## src/rtl/point_pkg.sv

```systemverilog
// ---------------------------------------------------------------------------
// point_pkg
// Shared definitions for the point-set sort controller: default set size,
// index width, the index type and the controller state encoding.
// ---------------------------------------------------------------------------
package point_pkg;

    localparam int unsigned LENGTH_DEF = 6;
    localparam int unsigned IDX_W_DEF  = 8;

    typedef logic [IDX_W_DEF-1:0] idx_t;

    typedef enum logic [1:0] {
        LOAD = 2'd0,
        SORT = 2'd1,
        OUT  = 2'd2
    } state_t;

endpackage

```

## src/rtl/sort_index_gen.sv

```systemverilog
// ---------------------------------------------------------------------------
// sort_index_gen
// Bubble-sort compare scheduler over entries 1..LENGTH-1 (entry 0 is the
// pivot and never takes part). One compare per cycle while run is high, with
// no idle cycles between passes. Pass p covers cmp_i = 1..LENGTH-2-p.
//
// Ports:
//   clk, reset  clock, asynchronous active-low reset
//   run         controller is in SORT
//   swap_en     (POINT_SORT_EARLY_EXIT_EN only) swap taken this cycle
//   cmp_en      compare slot active
//   cmp_i/cmp_j compare pair, cmp_j = cmp_i + 1; both 0 when idle
//   sort_done   high during the final compare cycle of the sort
//
// Build option: POINT_SORT_EARLY_EXIT_EN ends the sort after the first pass
// that performs no swap.
// ---------------------------------------------------------------------------
module sort_index_gen
    import point_pkg::*;
#(
    parameter int unsigned LENGTH = LENGTH_DEF,
    parameter int unsigned IDX_W  = IDX_W_DEF
) (
    input  logic             clk,
    input  logic             reset,
    input  logic             run,
`ifdef POINT_SORT_EARLY_EXIT_EN
    input  logic             swap_en,
`endif
    output logic             cmp_en,
    output logic [IDX_W-1:0] cmp_i,
    output logic [IDX_W-1:0] cmp_j,
    output logic             sort_done
);

    localparam logic [IDX_W-1:0] FIRST_IDX = IDX_W'(1);
    localparam logic [IDX_W-1:0] TOP_IDX   = IDX_W'(LENGTH - 2);
    localparam logic [IDX_W-1:0] LAST_PASS = IDX_W'(LENGTH - 3);

    logic [IDX_W-1:0] idx_q, idx_d;
    logic [IDX_W-1:0] pass_q, pass_d;
    logic             pass_end;
    logic             last_pass;

    // Pass p ends at index LENGTH-2-p.
    assign pass_end  = (idx_q == (TOP_IDX - pass_q));
    assign last_pass = (pass_q == LAST_PASS);

`ifdef POINT_SORT_EARLY_EXIT_EN
    logic swapped_q, swapped_d;

    // A pass with no swap (including this cycle's compare) proves the set sorted.
    assign sort_done = run & pass_end & (last_pass | ~(swapped_q | swap_en));

    always_comb begin
        swapped_d = swapped_q;
        if (!run || pass_end) begin
            swapped_d = 1'b0;
        end else begin
            swapped_d = swapped_q | swap_en;
        end
    end

    always_ff @(posedge clk or negedge reset) begin
        if (!reset) begin
            swapped_q <= 1'b0;
        end else begin
            swapped_q <= swapped_d;
        end
    end
`else
    assign sort_done = run & pass_end & last_pass;
`endif

    always_comb begin
        // NOTE: every always_comb output gets a default first so no path can infer a latch.
        idx_d  = idx_q;
        pass_d = pass_q;
        if (!run || sort_done) begin
            idx_d  = FIRST_IDX;
            pass_d = '0;
        end else if (pass_end) begin
            idx_d  = FIRST_IDX;
            pass_d = pass_q + IDX_W'(1);
        end else begin
            idx_d  = idx_q + IDX_W'(1);
        end
    end

    // NOTE: the reset edge is in the sensitivity list so reset acts without a clock.
    always_ff @(posedge clk or negedge reset) begin
        if (!reset) begin
            // NOTE: sequential state uses non-blocking assignment so all flops update together.
            idx_q  <= FIRST_IDX;
            pass_q <= '0;
        end else begin
            idx_q  <= idx_d;
            pass_q <= pass_d;
        end
    end

    assign cmp_en = run;
    assign cmp_i  = run ? idx_q : '0;
    assign cmp_j  = run ? (idx_q + IDX_W'(1)) : '0;

endmodule

```

## src/rtl/point_sort_ctrl.sv

```systemverilog
// ---------------------------------------------------------------------------
// point_sort_ctrl
// Sequences the point-set datapath: LOAD collects LENGTH points, SORT runs the
// bubble-sort compare schedule on entries 1..LENGTH-1, OUT streams all
// LENGTH entries, then back to LOAD.
//
// Ports:
//   clk, reset   clock, asynchronous active-low reset
//   give_valid   input point present (ignored while busy)
//   cmp_swap     datapath says pair (cmp_i, cmp_j) is out of order
//   wr_en/wr_idx datapath load strobe and index
//   cmp_en, cmp_i, cmp_j  compare slot and pair
//   swap_en      datapath exchanges cmp_i/cmp_j at this edge
//   rd_idx, out_valid     output stream index and qualifier
//   busy         high in SORT and OUT
//
// Build option: POINT_SORT_EARLY_EXIT_EN stops sorting after a swap-free pass.
// ---------------------------------------------------------------------------
module point_sort_ctrl
    import point_pkg::*;
#(
    parameter int unsigned LENGTH = LENGTH_DEF,
    parameter int unsigned IDX_W  = IDX_W_DEF
) (
    input  logic             clk,
    input  logic             reset,
    input  logic             give_valid,
    input  logic             cmp_swap,
    output logic             wr_en,
    output logic [IDX_W-1:0] wr_idx,
    output logic             cmp_en,
    output logic [IDX_W-1:0] cmp_i,
    output logic [IDX_W-1:0] cmp_j,
    output logic             swap_en,
    output logic [IDX_W-1:0] rd_idx,
    output logic             out_valid,
    output logic             busy
);

    localparam logic [IDX_W-1:0] LAST_IDX = IDX_W'(LENGTH - 1);

    state_t           state_q, state_d;
    logic [IDX_W-1:0] wr_idx_q, wr_idx_d;
    logic [IDX_W-1:0] rd_idx_q, rd_idx_d;
    logic             out_valid_q, out_valid_d;
    logic             busy_q, busy_d;
    logic             sort_done;

    assign wr_en   = give_valid & (state_q == LOAD);
    assign swap_en = cmp_en & cmp_swap;

    sort_index_gen #(
        .LENGTH (LENGTH),
        .IDX_W  (IDX_W)
    ) u_index_gen (
        .clk       (clk),
        .reset     (reset),
        .run       (state_q == SORT),
`ifdef POINT_SORT_EARLY_EXIT_EN
        .swap_en   (swap_en),
`endif
        .cmp_en    (cmp_en),
        .cmp_i     (cmp_i),
        .cmp_j     (cmp_j),
        .sort_done (sort_done)
    );

    always_comb begin
        state_d     = state_q;
        wr_idx_d    = wr_idx_q;
        rd_idx_d    = rd_idx_q;
        out_valid_d = out_valid_q;
        busy_d      = busy_q;
        case (state_q)
            LOAD: begin
                if (give_valid) begin
                    if (wr_idx_q == LAST_IDX) begin
                        wr_idx_d = '0;
                        state_d  = SORT;
                        busy_d   = 1'b1;
                    end else begin
                        wr_idx_d = wr_idx_q + IDX_W'(1);
                    end
                end
            end
            SORT: begin
                if (sort_done) begin
                    state_d     = OUT;
                    out_valid_d = 1'b1;
                    rd_idx_d    = '0;
                end
            end
            OUT: begin
                if (rd_idx_q == LAST_IDX) begin
                    state_d     = LOAD;
                    out_valid_d = 1'b0;
                    rd_idx_d    = '0;
                    busy_d      = 1'b0;
                end else begin
                    rd_idx_d = rd_idx_q + IDX_W'(1);
                end
            end
            default: begin
                state_d     = LOAD;
                wr_idx_d    = '0;
                rd_idx_d    = '0;
                out_valid_d = 1'b0;
                busy_d      = 1'b0;
            end
        endcase
    end

    always_ff @(posedge clk or negedge reset) begin
        if (!reset) begin
            state_q     <= LOAD;
            wr_idx_q    <= '0;
            rd_idx_q    <= '0;
            out_valid_q <= 1'b0;
            busy_q      <= 1'b0;
        end else begin
            state_q     <= state_d;
            wr_idx_q    <= wr_idx_d;
            rd_idx_q    <= rd_idx_d;
            out_valid_q <= out_valid_d;
            busy_q      <= busy_d;
        end
    end

    assign wr_idx    = wr_idx_q;
    assign rd_idx    = rd_idx_q;
    assign out_valid = out_valid_q;
    assign busy      = busy_q;

endmodule
```

## config.mk

```make
export PLATFORM = sky130hd
export DESIGN_NAME = point_sort_ctrl
export DESIGN_NICKNAME = d
export VERILOG_FILES = /design/src/rtl/point_pkg.sv /design/src/rtl/sort_index_gen.sv /design/src/rtl/point_sort_ctrl.sv
export SDC_FILE = /design/constraint.sdc
export NUM_CORES = 1
export LEC_CHECK = 0
export ABC_CLOCK_PERIOD_IN_PS = 2940
export CAP_MARGIN = 20
export CORE_UTILIZATION = 45
export DETAILED_ROUTE_END_ITERATION = 8
export PLACE_DENSITY = 0.7
export SYNTH_ARGS = -nofsm -noshare
export SYNTH_HDL_FRONTEND = slang
export SYNTH_SLANG_ARGS = --single-unit
export TNS_END_PERCENT = 50
```

## constraint.sdc

```tcl
create_clock -name clk -period 2.94 [get_ports clk]
set_input_delay 0.882 -clock clk [delete_from_list [all_inputs] [get_ports clk]]
set_output_delay 0.882 -clock clk [all_outputs]
set_load 0.01 [all_outputs]
```

==> impl_results.md <==
* Run status: finished, final reports clean
* CP startpoint kind: flip-flop
* CP max-delay cell: dfstp_2
* Crit-path max cell delay at 0.62 ns
* Clock tree buffer depth at 2
* DRT Pass-1 Iters at 4
* Synth cell types at 49
* Routed Antenna Nets at 0
* Synthesized Nets at 266
* Crit share post-route at 96.95%
* Top post-synthesis cells by area: dfrtp_1, ha_1, xor2_1
* Leading area contributor after synthesis: dfrtp_1
* CP delay by family, top: flip-flops
* CP cell instances: and3_1 > nand3_1 > xor2_1 > nor2_1 > clkdlybuf4s50_1
* CP Capture Type: output pin
* Worst skew pair latency at 0.29 ns
* Drt total wl at 5158 um
* Critical R2R Capture: rd_idx[3]$_DFFE_PN0P_
* Synthesized area at 2281 um2
* Row count at 25
* Post-route minimum period at 2.850 ns
* Initial drt markers at 110
* Hpwl dp at 3580 um
* Placer congestion estimate at 0.7965
* Slew headroom at 45.58%
* Synth Register Bits at 36
* Avg Inst Size Synth at 9.051 um2
* Worst path bufs/invs at 1
* Die area at 5358 um2
* Max IR drop VDD at 0.0004854 V
* Critical path class: flip-flop to output pin
* Max-Cap Viols at 0
* P&R area growth vs syn at 28.74%
* Antenna cells at 0
* Vias in the first global route at 1877
* Final Core Density at 61.36%
* Fin cells at 363
* Layout cells sized above 1 at 11.82%
* FF-to-FF setup slack at 0.15 ns
* Pwr per Cell Area at 643.0 nW/um2
* Length in cells of the worst reg-to-reg path at 5
* Most frequent cells in the layout: clkdlybuf4s50_1, dfrtp_1, nor2_1
* All-layer global routing usage at 21.32%
* Fmax at 0.3508 GHz
* Clk slew on worst S/H paths at 0.08 ns
* CTS Buf Count at 5
* WHS Path Cells at 1
* Drt wl/cell at 14.21 um
* Initial Utilization at 47.66%
* Gate Count Post-Synth at 252
* Synth warnings at 0
* CTS root buffer: clkbuf_8
* Port Buf Inserts at 40
* Post-synth ARST share at 100.0%
* Leading cell type in the layout, fill and taps excluded: clkdlybuf4s50_1
* Required @ worst endpoint at 2.06 ns
* Height of the chip at 73.20 um
* Initial antenna violation count at 0
* R2r startpoint: u_index_gen.pass_q[6]$_DFFE_PN0P_
* H-tree depth reported by CTS at 2
* Primary FF master, synth: dfrtp_1
* Routed vias/inst at 5.380
* Grt total ovfl at 0
* Setup bufs post-CTS at 0
* EDFF count, synth at 0
* Crit path arrival time at 1.97 ns
* Drc violations at 0
* Register area share after synthesis at 39.55%
* Largest net degree at the start of global routing at 37
* Worst-margin pin slew at 0.8163 ns
* Worst hold margin at 0.5123 ns
* CTS tree: yes
* Clock Sinks at 36
* CP Max Fanout at 7
* Share of the synthesized area in the top cell type at 38.40%
* Tot Pwr at 1.888 mW
* Core Area at 4786 um2
* WHS Endpoint: busy$_DFFE_PN0P_
* # fillers at 454
* Hold Vio Cnt, Final at 0
* Io pins at 41
* Hold path start: busy$_DFFE_PN0P_
* Nets at 309
* Worst Skew at 0.007929 ns
* RSZ-0062 raised after global routing: yes
* Dpl cells at 354
* Slew Limit Fails at 0
* First-pass GRT wire length at 8721 um
* Hold/Removal Path Class: flip-flop to flip-flop
* Routed vias at 1953
* Die Wd at 73.20 um
* P_leak at 1.260 nW
* Final Setup Violations at 0
cells in the mapped netlist, types with 3 or more instances:
cell type / number
dfrtp_1: 35
o21a_1: 3
nand2_1: 12
ha_1: 10
o21ai_0: 7
and2_1: 14
a21o_1: 5
nand3_1: 13
inv_1: 12
nor4_1: 3
nor2_1: 26
nor3_1: 10
o31ai_1: 9
xnor2_1: 10
nand4_1: 3
o41ai_1: 5
xor2_1: 14
clkbuf_1: 11
and3_1: 4
a21oi_1: 12
state kept, by name, indices dropped and copies added (netlist names):
signal,count
wr_idx,8
out_valid,1
u_index_gen.idx_q,8
state_q,2
u_index_gen.pass_q,8
busy,1
rd_idx,8
stage by stage:
step / setup WS [ns] / area [um2] / setup TNS [ns]
final: 0.08954 / 2937 / 0
after global routing: -0.004637 / 2937 / -0.004637
after CTS: 0.005448 / 2892 / 0
after detailed placement: 0.06076 / 2763 / 0
after global placement: 0.06583 / 2763 / 0
after floorplan: 0.2610 / 2281 / 0
area by class of cell:
type / count / area, um2 / share of cell area, %
Multi-Input combinational cell: 189 / 1294 / 44.06
Timing Repair Buffer: 50 / 475.5 / 16.19
Tap cell: 67 / 83.83 / 2.855
Clock buffer: 7 / 96.34 / 3.281
Timing Repair inverter: 1 / 5.005 / 0.1704
Inverter: 12 / 48.80 / 1.662
Clock inverter: 1 / 30.03 / 1.023
Sequential cell: 36 / 903.4 / 30.76
worst max path at each step:
| stage | slack [ns] | endpoint | from | cells after the start |
|---|---|---|---|---|
| floorplan | 0.26 | u_index_gen.pass_q[4]$_DFFE_PN0P_ | u_index_gen.pass_q[3]$_DFFE_PN0P_ | 8 |
| global placement | 0.07 | wr_en | give_valid | 3 |
| detailed placement | 0.06 | wr_en | give_valid | 3 |
| CTS | 0.005 | cmp_j[6] | u_index_gen.idx_q[0]$_DFF_PN1_ | 5 |
| global route | -0.005 | cmp_j[7] | u_index_gen.idx_q[0]$_DFF_PN1_ | 5 |
| finish | 0.09 | cmp_j[7] | u_index_gen.idx_q[0]$_DFF_PN1_ | 5 |
metal layers:
metal | wire length, um | up-vias | GRT usage [%]
li1 | - | 983 | -
met1 | 2355 | 934 | 26.44
met3 | 190 | 6 | 4.558
met5 | 0 | - | 0
met4 | 63 | 0 | 7.190
met2 | 2549 | 30 | 36.63
report_power, final:
group	leakage, nW	total (mW)	internal (mW)	switching, mW
Sequential	0.490	0.639	0.556	0.0833
Combinational	0.706	0.772	0.352	0.420
Clock	0.0645	0.477	0.299	0.178
Total	1.26	1.89	1.21	0.681
timing repair:
item	in CTS	in global routing
gates resized for setup	1	8
cloned	0	1
endpoints found under the hold margin	0	0
hold buffers	0	0
setup endpoints to repair	1	10
cells by family (layout without fill, tap and decap cells):
group           Yosys count  in the layout  share of synthesized area (%)
simple gates            103            103                          24.63
compound gates           51             51                          15.47
flops                    36             36                          39.55
buf+inv                  27             71                          5.156
xor+xnor                 24             24                          9.216
fa+ha+maj                10             10                          5.485
mux                       1              1                         0.4937
Note: power is estimated with default switching activity, not from simulation.
